File: src/rtl/cliff_round_ctrl.sv
// Round sequencer for the cliff game: idle nudging, timed running steps, lose blink.
// Replaces derived game/debounce clocks with a single clock and registered strobes.
module cliff_round_ctrl #(
  parameter int unsigned DIV_SLOW  = 50000000,
  parameter int unsigned DIV_MED   = 12500000,
  parameter int unsigned DIV_FAST  = 5000000,
  parameter int unsigned FLASH_DIV = 5000000,
  parameter int unsigned SCORE_W   = 16
) (
  input  logic               clk,
  input  logic               reset,
  input  logic               start_p,
  input  logic               up_p,
  input  logic               down_p,
  input  logic               left_p,
  input  logic               right_p,
  input  logic [7:0]         pos,
  input  logic [2:0]         lmargin,
  input  logic [2:0]         rmargin,
  output logic [1:0]         state,
  output logic [1:0]         speed,
  output logic [1:0]         dir,
  output logic               step_en,
  output logic               step_dir,
  output logic               load_start,
  output logic               clear_people,
  output logic               flash,
  output logic [SCORE_W-1:0] score
);

  typedef enum logic [1:0] {
    S_IDLE = 2'b00,
    S_RUN  = 2'b01,
    S_LOSE = 2'b10
  } state_e;

  state_e               state_q, state_d;
  logic [1:0]           speed_q, speed_d, speed_nx;
  logic [1:0]           dir_q, dir_d;
  logic                 step_q, step_d;
  logic                 sdir_q, sdir_d;
  logic                 load_q, load_d;
  logic                 clear_q, clear_d;
  logic                 flash_q, flash_d;
  logic [SCORE_W-1:0]   score_q, score_d;
  logic [31:0]          tick_q, tick_d;
  logic [31:0]          fcnt_q, fcnt_d;
  logic [31:0]          div_sel;
  logic [7:0]           rthresh;
  logic                 lose_cond;
  logic                 tick_term;
  logic                 flash_term;
  logic                 speed_chg;
  logic                 strobe_q;

  // Margins are widened before subtracting so the threshold never wraps.
  assign rthresh   = 8'd15 - {5'b00000, rmargin};
  assign lose_cond = (pos >= rthresh) || (pos <= {5'b00000, lmargin});

  always_comb begin
    div_sel = DIV_SLOW;
    case (speed_q)
      2'd1:    div_sel = DIV_MED;
      2'd2:    div_sel = DIV_FAST;
      default: div_sel = DIV_SLOW;
    endcase
  end

  assign tick_term  = (tick_q == div_sel - 32'd1);
  assign flash_term = (fcnt_q == FLASH_DIV - 32'd1);
  assign strobe_q   = step_q | load_q | clear_q;

  always_comb begin
    speed_nx = speed_q;
    if (up_p) begin
      if (speed_q != 2'd2) speed_nx = speed_q + 2'd1;
    end else if (down_p) begin
      if (speed_q != 2'd0) speed_nx = speed_q - 2'd1;
    end
  end

  assign speed_chg = (speed_nx != speed_q);

  always_ff @(posedge clk) begin
    if (reset) begin
      state_q <= S_IDLE;
      speed_q <= '0;
      dir_q   <= '0;
      step_q  <= 1'b0;
      sdir_q  <= 1'b0;
      load_q  <= 1'b0;
      clear_q <= 1'b0;
      flash_q <= 1'b0;
      score_q <= '0;
      tick_q  <= '0;
      fcnt_q  <= '0;
    end else begin
      state_q <= state_d;
      speed_q <= speed_d;
      dir_q   <= dir_d;
      step_q  <= step_d;
      sdir_q  <= sdir_d;
      load_q  <= load_d;
      clear_q <= clear_d;
      flash_q <= flash_d;
      score_q <= score_d;
      tick_q  <= tick_d;
      fcnt_q  <= fcnt_d;
    end
  end

  always_comb begin
    state_d = state_q;
    case (state_q)
      S_IDLE: if (start_p) state_d = S_RUN;
      S_RUN: begin
        if (start_p)        state_d = S_IDLE;
        else if (lose_cond) state_d = S_LOSE;
      end
      S_LOSE: if (start_p) state_d = S_IDLE;
      default: state_d = S_IDLE;
    endcase
  end

  always_comb begin
    speed_d = speed_nx;
    dir_d   = dir_q;
    step_d  = 1'b0;
    sdir_d  = sdir_q;
    load_d  = 1'b0;
    clear_d = 1'b0;
    flash_d = flash_q;
    score_d = score_q;
    tick_d  = '0;
    fcnt_d  = '0;
    case (state_q)
      S_IDLE: begin
        dir_d = '0;
        // A strobe in the previous cycle blocks a step so strobes never run back-to-back.
        if (start_p) begin
          score_d = '0;
        end else if (left_p) begin
          if ((pos < 8'd14) && !strobe_q) begin
            step_d = 1'b1;
            sdir_d = 1'b1;
          end
        end else if (right_p && (pos > 8'd1) && !strobe_q) begin
          step_d = 1'b1;
          sdir_d = 1'b0;
        end
      end
      S_RUN: begin
        if (start_p) begin
          load_d  = 1'b1;
          speed_d = '0;
          dir_d   = '0;
        end else if (lose_cond) begin
          clear_d = 1'b1;
          dir_d   = '0;
          flash_d = 1'b0;
        end else begin
          if (left_p)       dir_d = 2'b01;
          else if (right_p) dir_d = 2'b10;
          if (!speed_chg && !tick_term) tick_d = tick_q + 32'd1;
          if (tick_term && (dir_q != 2'b00) && !strobe_q) begin
            step_d = 1'b1;
            sdir_d = (dir_q == 2'b01);
            if (score_q != '1) score_d = score_q + SCORE_W'(1);
          end
        end
      end
      S_LOSE: begin
        if (start_p) begin
          load_d  = 1'b1;
          speed_d = '0;
          flash_d = 1'b0;
          score_d = '0;
        end else if (flash_term) begin
          flash_d = ~flash_q;
        end else begin
          fcnt_d = fcnt_q + 32'd1;
        end
      end
      default: ;
    endcase
  end

  assign state        = state_q;
  assign speed        = speed_q;
  assign dir          = dir_q;
  assign step_en      = step_q;
  assign step_dir     = sdir_q;
  assign load_start   = load_q;
  assign clear_people = clear_q;
  assign flash        = flash_q;
  assign score        = score_q;

endmodule

File: config.mk
export PLATFORM = sky130hd
export DESIGN_NAME = cliff_round_ctrl
export DESIGN_NICKNAME = d
export VERILOG_FILES = /design/src/rtl/cliff_round_ctrl.sv
export SDC_FILE = /design/constraint.sdc
export NUM_CORES = 1
export LEC_CHECK = 0
export CAP_MARGIN = 10
export CORE_ASPECT_RATIO = 0.8
export CORE_MARGIN = 8
export CORE_UTILIZATION = 34
export CTS_BUF_LIST = sky130_fd_sc_hd__clkbuf_8
export DETAILED_ROUTE_END_ITERATION = 16
export GPL_TIMING_DRIVEN = 0
export REMOVE_ABC_BUFFERS = 1
export SETUP_SLACK_MARGIN = 0.3
export SLEW_MARGIN = 20
export SYNTH_ARGS = -nofsm -noshare
export SYNTH_HDL_FRONTEND = slang
export SYNTH_SLANG_ARGS = --single-unit
File: constraint.sdc
create_clock -name clk -period 5.55 [get_ports clk]
set_input_delay 1.11 -clock clk [delete_from_list [all_inputs] [get_ports clk]]
set_output_delay 1.11 -clock clk [all_outputs]
set_load 0.02 [all_outputs]
==> results of run 1 <==
layout make-up:
class                           instances  share of cell area
Inverter                               21              0.0146
Sequential cell                        91               0.338
Multi-Input combinational cell        431               0.493
Clock buffer                            9              0.0230
Tap cell                              180              0.0418
Timing Repair Buffer                   47              0.0872
Clock inverter                          3             0.00232
sequential cells by signal (all words and copies together), names as in the netlist:
register	cells
score	16
dir	2
step_en	1
step_dir	1
flash	1
clear_people	1
load_start	1
speed	2
state	2
tick_q	32
fcnt_q	32
worst min path at each step:
stage	slack (ns)	cells after the start	to	from
global placement	0.44	1	tick_q[0]$_SDFF_PP0_	tick_q[0]$_SDFF_PP0_
global route	0.52	1	tick_q[0]$_SDFF_PP0_	tick_q[0]$_SDFF_PP0_
finish	0.48	1	fcnt_q[0]$_SDFF_PP0_	fcnt_q[0]$_SDFF_PP0_
detailed placement	0.46	1	fcnt_q[0]$_SDFF_PP0_	fcnt_q[0]$_SDFF_PP0_
floorplan	0.43	1	tick_q[0]$_SDFF_PP0_	tick_q[0]$_SDFF_PP0_
CTS	0.48	1	fcnt_q[0]$_SDFF_PP0_	fcnt_q[0]$_SDFF_PP0_
synth_stat cells, drive strengths merged (3+ instances only):
cell type / number / area, um^2
nor2: 107 / 402
dfxtp: 91 / 1820
nand2: 43 / 161
xor2: 33 / 289
xnor2: 31 / 272
nand3: 30 / 155
a21oi: 21 / 105
inv: 21 / 78.8
ha: 18 / 225
nand4: 17 / 106
and3: 16 / 101
clkbuf: 16 / 60.1
o21ai: 16 / 80.1
nor3: 13 / 65.1
nor4: 12 / 75.1
mux2i: 8 / 80.1
or2: 6 / 37.5
or3: 6 / 37.5
nor2b: 5 / 31.3
and4: 4 / 35.0
nand4b: 4 / 35.0
nor3b: 4 / 30.0
a31o: 3 / 26.3
a31oi: 3 / 18.8
nand2b: 3 / 18.8
o31ai: 3 / 27.5
per-stage QoR:
step	instance area [um^2]	worst slack [ns]	hold slack [ns]	power, mW	utilization
after detailed placement	5240	1.21	0.464	0.784	0.391
after floorplan	4540	2.21	0.430	0.739	-
after global routing	5390	1.66	0.515	1.19	0.402
final	5390	1.91	0.476	1.14	0.402
after global placement	5240	1.28	0.442	0.783	0.391
after CTS	5380	1.61	0.484	1.16	0.401
power by group through the flow:
stage / Combinational (mW) / Clock [mW] / Sequential (mW)
floorplan: 0.0566 / 0 / 0.682
global placement: 0.104 / 0 / 0.679
detailed placement: 0.106 / 0 / 0.679
CTS: 0.106 / 0.391 / 0.663
global route: 0.118 / 0.411 / 0.665
finish: 0.107 / 0.371 / 0.663
metal layers:
| metal | vias to the layer above | global-route usage | share of wire | routed length, um |
|---|---|---|---|---|
| li1 | 2016 | - | - | - |
| met1 | 1814 | 0.159 | 0.52 | 5470 |
| met2 | 55 | 0.192 | 0.43 | 4510 |
| met3 | 7 | 0.0388 | 0.038 | 398 |
| met4 | 0 | 0.0270 | 0.0078 | 82 |
| met5 | - | 0 | 0 | 0 |
logic make-up after synthesis:
logic type,after synthesis,share of synthesized area
AO/OA/AOI/OAI,60,0.0848
XOR/XNOR,64,0.121
adder cells (fa/ha/maj),18,0.0487
buffers and inverters,39,0.0341
flip-flops,91,0.394
multiplexers,8,0.0173
AND/OR/NAND/NOR,281,0.299
==> summary.md, run 1 <==
| Metric | Value |
|---|---|
| Status | complete, no violations |
| CP max-delay cell | nand3_2 |
| Sw frac | 0.251 |
| Peak per-stage delay on the critical path | 0.58 ns |
| Final Hold Vio Count | 0 |
| Number of placement rows | 38 |
| Fill count | 1381 |
| Worst path required time | 5.83 ns |
| Final setup vio count | 0 |
| Crit-path most repeated cell | nor2_1 |
| Max capacitance violation total | 0 |
| Footprint of the multi-input gates | 2660 um^2 |
| NetSw | 0.287 mW |
| Fmax | 0.275 GHz |
| Initial antenna violation count | 0 |
| Clock power frac | 0.325 |
| Total core area | 13400 um^2 |
| Slew Viols, Final | 0 |
| Hold WC Path Type | reg2reg |
| Ant diodes | 0 |
| Mapped Area | 4620 um^2 |
| IO Pins | 48 |
| Final nets | 640 |
| Critical Path Stages | 9 |
| First-pass GRT wire length | 17900 um |
| YS warnings | 0 |
| Leakage | 1.75 nW |
| Asr flop ratio synth | 0 |
| Detail Route Antenna Nets | 0 |
| # Post-CTS Setup Buffers | 0 |
| Pwr per Cell Area | 211 nW/um^2 |
| Sequential-to-total area share from yosys stat | 0.394 |
| DRT Pass-1 Iters | 4 |
| Vias | 3892 |
| Final WL | 10500 um |
| Cts bufs inserted | 9 |
| Fin crit share | 0.656 |
| GRT overflow | 0 |
| Avg Cell Area, Syn | 8.24 um^2 |
| Critical path startpoint category | input port |
| CP delay by family, top | simple AND/OR/NAND/NOR gates |
| Worst Setup SP | pos[1] |
| Total negative setup slack | 0 ns |
| Clock Tree Root | clkbuf_8 |
| Most frequent cells in the layout | nor2_1, dfxtp_1, clkdlybuf4s50_1, nand2_1, xor2_1 |
| Kind of critical path | in2reg |
| Worst-path cell chain | clkdlybuf4s50_1 > ha_1 > nand3_1 > o21ai_0 > o31ai_1 > nand2_1 > nor2_1 > nand3_2 > nor2_1 |
| Routability Congestion | 0.828 |
| R2R Setup Slk | 2.07 ns |
| Die height | 120 um |
| Int Pwr | 0.854 mW |
| Drt first-iter violations | 261 |
| R2r startpoint | speed[0]$_SDFF_PP0_ |
| Post-synth EDFFs | 0 |
| Worst Setup End Kind | flop |
| Clk_lat worst skew | 0.37 ns |
| Starting Density | 0.345 |
| Residual DRC | 0 |
| Max-slew headroom | 0.343 |
| Slew @ Worst Pin | 0.976 ns |
| Finished Layout Cells | 782 |
| RR Endpoint | score[5]$_SDFFE_PP0P_ |
| Clock Skew | 0.0157 ns |
| Area growth from synthesis to layout | 16.7% |
| Largest net degree at the start of global routing | 33 |
| Sequential standard cell area | 1820 um^2 |
| Clock Path Buffers | 2 |
| Cts hold-fix bufs | 0 |
| Vias per cell | 4.98 |
| Post-cts sizing count | 0 |
| Combinational group share of total power | 0.093 |
| Vias in the first global route | 3654 |
| Minimum clock period | 3.64 ns |
| Port buffer count | 47 |
| RSZ-0062 raised after global routing | no |
| Commonest non-fill, non-tap cell in the layout | nor2_1 |
| DPL Wire Length | 7620 um |
| Total die area | 17600 um^2 |
| H-tree Lvls | 3 |
| Synth unique cells | 52 |
| CTS tree | built |
| Worst ir drop on vdd | 105 uV |
| Clock Sinks | 91 |
| Critical Path End | tick_q[0]$_SDFF_PP0_ |
| Seq cells post-synth | 91 |
| Critical Path AT | 3.92 ns |
| CP Max Fanout | 32 |
| Register-to-Register Path Depth | 9 |
| Main synth FF type | dfxtp_1 |
| Total Routing Usage GR | 0.122 |
| Total placed cells including tap cells | 770 |
| Bufs and invs on worst path | 1 |
| Die X | 146 um |
| Sequential Power Share | 0.582 |
| WL/cell | 13.4 um |
| Layout cells sized above 1 | 0.0449 |
| Clock-pin slew of the registers on the worst-case setup and hold paths | 0.08 ns |
| Cell count after synthesis | 561 |
No activity file was read; power rests on OpenSTA's default activity.
==> inputs of run 2 (changes only) <==
==> constraint.sdc (replaced) <==
create_clock -name clk -period 3.6 [get_ports clk]
set_input_delay 0.72 -clock clk [delete_from_list [all_inputs] [get_ports clk]]
set_output_delay 0.72 -clock clk [all_outputs]
set_load 0.02 [all_outputs]
==> run 2 against run 1 <==
Design area is 1.4% higher. Flip-flop and latch count unchanged. Power is 55% higher. Largest power group unchanged. Worst hold slack is essentially flat. Wire length grew 0.48%. Die area is the same. Register-to-register slack worse by 1.6 ns. Critical endpoint is now score[5]$_SDFFE_PP0P_. Core utilization grew 0.55 points. Clock skew is 0.00078 ns lower. Via count up 0.57%.
==> summary.md, run 2 (synthesis gave the netlist of run 1 again) <==
| Metric | Value |
|---|---|
| Status | complete, no violations |
| Residual DRC | 0 (unchanged) |
| Worst Setup SP | pos[1] |
| Kind of critical path | in2reg |
| Cts bufs inserted | 9 (unchanged) |
| Initial antenna violation count | 0 (unchanged) |
| Clock Sinks | 91 (unchanged) |
| Total negative setup slack | 0 ns (unchanged) |
| Final Hold Vio Count | 0 (unchanged) |
| Worst Setup End Kind | flop |
| Minimum clock period | 3.17 ns |
| Hold wc startpoint | fcnt_q[0]$_SDFF_PP0_ |
| Total core area | 13400 um^2 (unchanged) |
| Max-slew headroom | 0.344 (+0.000460) |
| Clock Path Buffers | 2 (unchanged) |
| DPL Wire Length | 7620 um (unchanged) |
| R2r startpoint | speed[0]$_SDFF_PP0_ |
| Hold WC Path Type | reg2reg |
| H-tree Lvls | 3 (unchanged) |
| Port buffer count | 47 (unchanged) |
| Drt first-iter violations | 240 (-8.0%) |
| Starting Density | 0.345 (unchanged) |
| RSZ-0062 raised after global routing | no |
| Number of placement rows | 38 (unchanged) |
| Commonest non-fill, non-tap cell in the layout | nor2_1 |
| Area growth from synthesis to layout | 18.3% |
| Vias in the first global route | 3666 (+0.33%) |
| Final setup vio count | 0 (unchanged) |
| First-pass GRT wire length | 18000 um (+0.23%) |
| Die height | 120 um (unchanged) |
| Routability Congestion | 0.828 (unchanged) |
| Final WL | 10500 um (+0.48%) |
| WL/cell | 13.4 um (about the same) |
| Fmax | 0.315 GHz |
| Slew @ Worst Pin | 0.975 ns (-0.000683 ns) |
| CTS tree | built |
| GRT overflow | 0 (unchanged) |
| Ant diodes | 0 (unchanged) |
| Most frequent cells in the layout | nor2_1, dfxtp_1, clkdlybuf4s50_1, nand2_1, xor2_1 |
| Clock Skew | 0.0149 ns (-0.000784 ns) |
| Largest net degree at the start of global routing | 33 (unchanged) |
| Max capacitance violation total | 0 (unchanged) |
| Area after DPL | 5240 um^2 (unchanged) |
| Worst ir drop on vdd | 159 uV (+51%) |
| Clock-pin slew of the registers on the worst-case setup and hold paths | 0.08 ns (about the same) |
| Clk_lat worst skew | 0.37 ns (about the same) |
| Pwr per Cell Area | 323 nW/um^2 (+53%) |
| Clock Tree Root | clkbuf_8 |
| Total die area | 17600 um^2 (unchanged) |
| Fin crit share | 0.882 |
| Vias per cell | 4.99 (+0.18%) |
| Die X | 146 um (unchanged) |
| Final nets | 643 (+0.47%) |
| Critical path startpoint category | input port |
| Total Routing Usage GR | 0.122 (+0.000320) |
| Slew Viols, Final | 0 (unchanged) |
| Leakage | 1.80 nW (+2.4%) |
| Critical Path AT | 3.48 ns (-0.44 ns) |
| Vias | 3914 (+0.57%) |
| DRT Pass-1 Iters | 5 (+1) |
| Detail Route Antenna Nets | 0 (unchanged) |
| Post-route cell area | 5470 um^2 (+1.4%) |
| Layout cells sized above 1 | 0.0562 (+0.0113) |
| IO Pins | 48 (unchanged) |
| Worst path required time | 3.90 ns (-1.93 ns) |
| CP Max Fanout | 10 (-69%) |
[run 2: cell types whose count changed in the layout (fill, tap and decap cells not counted), sizes merged]
cell and change:
buf +3
[run 2: worst paths after layout]
path              slack, ns  depth (start not counted)               endpoint
hold reg to reg        0.48                          1   fcnt_q[0]$_SDFF_PP0_
setup / recovery       0.43                          9  score[5]$_SDFFE_PP0P_
setup reg to reg       0.44                          9  score[5]$_SDFFE_PP0P_
hold / removal         0.48                          1   fcnt_q[0]$_SDFF_PP0_
[run 2: layer usage]
layer | track usage | share of wire | up-vias
li1 | - | - | 2025
met1 | 0.160 | 0.51 | 1813
met2 | 0.193 | 0.44 | 74
met5 | 0 | 0 | -
met3 | 0.0388 | 0.044 | 2
met4 | 0.0270 | 0.0036 | 0
[run 2: metrics by stage]
step | util | hold slack [ns] | power [mW] | setup slack, ns | std cells
global placement | 0.391 | 0.442 | 1.21 | -0.276 | 770
detailed placement | 0.391 | 0.464 | 1.21 | -0.348 | 770
finish | 0.408 | 0.476 | 1.76 | 0.425 | 785
global route | 0.408 | 0.515 | 1.85 | 0.301 | 785
CTS | 0.404 | 0.484 | 1.80 | 0.303 | 783
floorplan | - | 0.430 | 1.14 | 0.258 | 543
[run 2: critical path: stages]
cell	delay (ns)
clkdlybuf4s50_1	0.49
ha_1	0.34
nand3_1	0.08
o21ai_0	0.08
o31ai_1	0.41
nand2_1	0.26
o31a_4	0.49
or4_1	0.47
a21oi_1	0.14
[run 2: power breakdown]
part	total (mW)	switching, mW	internal (mW)	leakage (nW)
Combinational	0.175	0.0934	0.0812	0.982
Clock	0.567	0.337	0.230	0.0793
Sequential	1.02	0.0101	1.01	0.735
[run 2: area by class of cell]
| class | instances | area (um^2) |
|---|---|---|
| timing repair buffer | 50 | 505 |
| sequential | 91 | 1830 |
| inverter | 21 | 78.8 |
| fill | 1371 | 7940 |
| multi-input combinational | 431 | 2700 |
| tap | 180 | 225 |
| clock buffer | 9 | 124 |
| clock inverter | 3 | 12.5 |
[run 2: repair_timing]
action,CTS,global route
pin swaps,1,1
setup endpoints to repair,16,36
buffers inserted,1,2
hold buffers,0,0
resized for setup,5,4
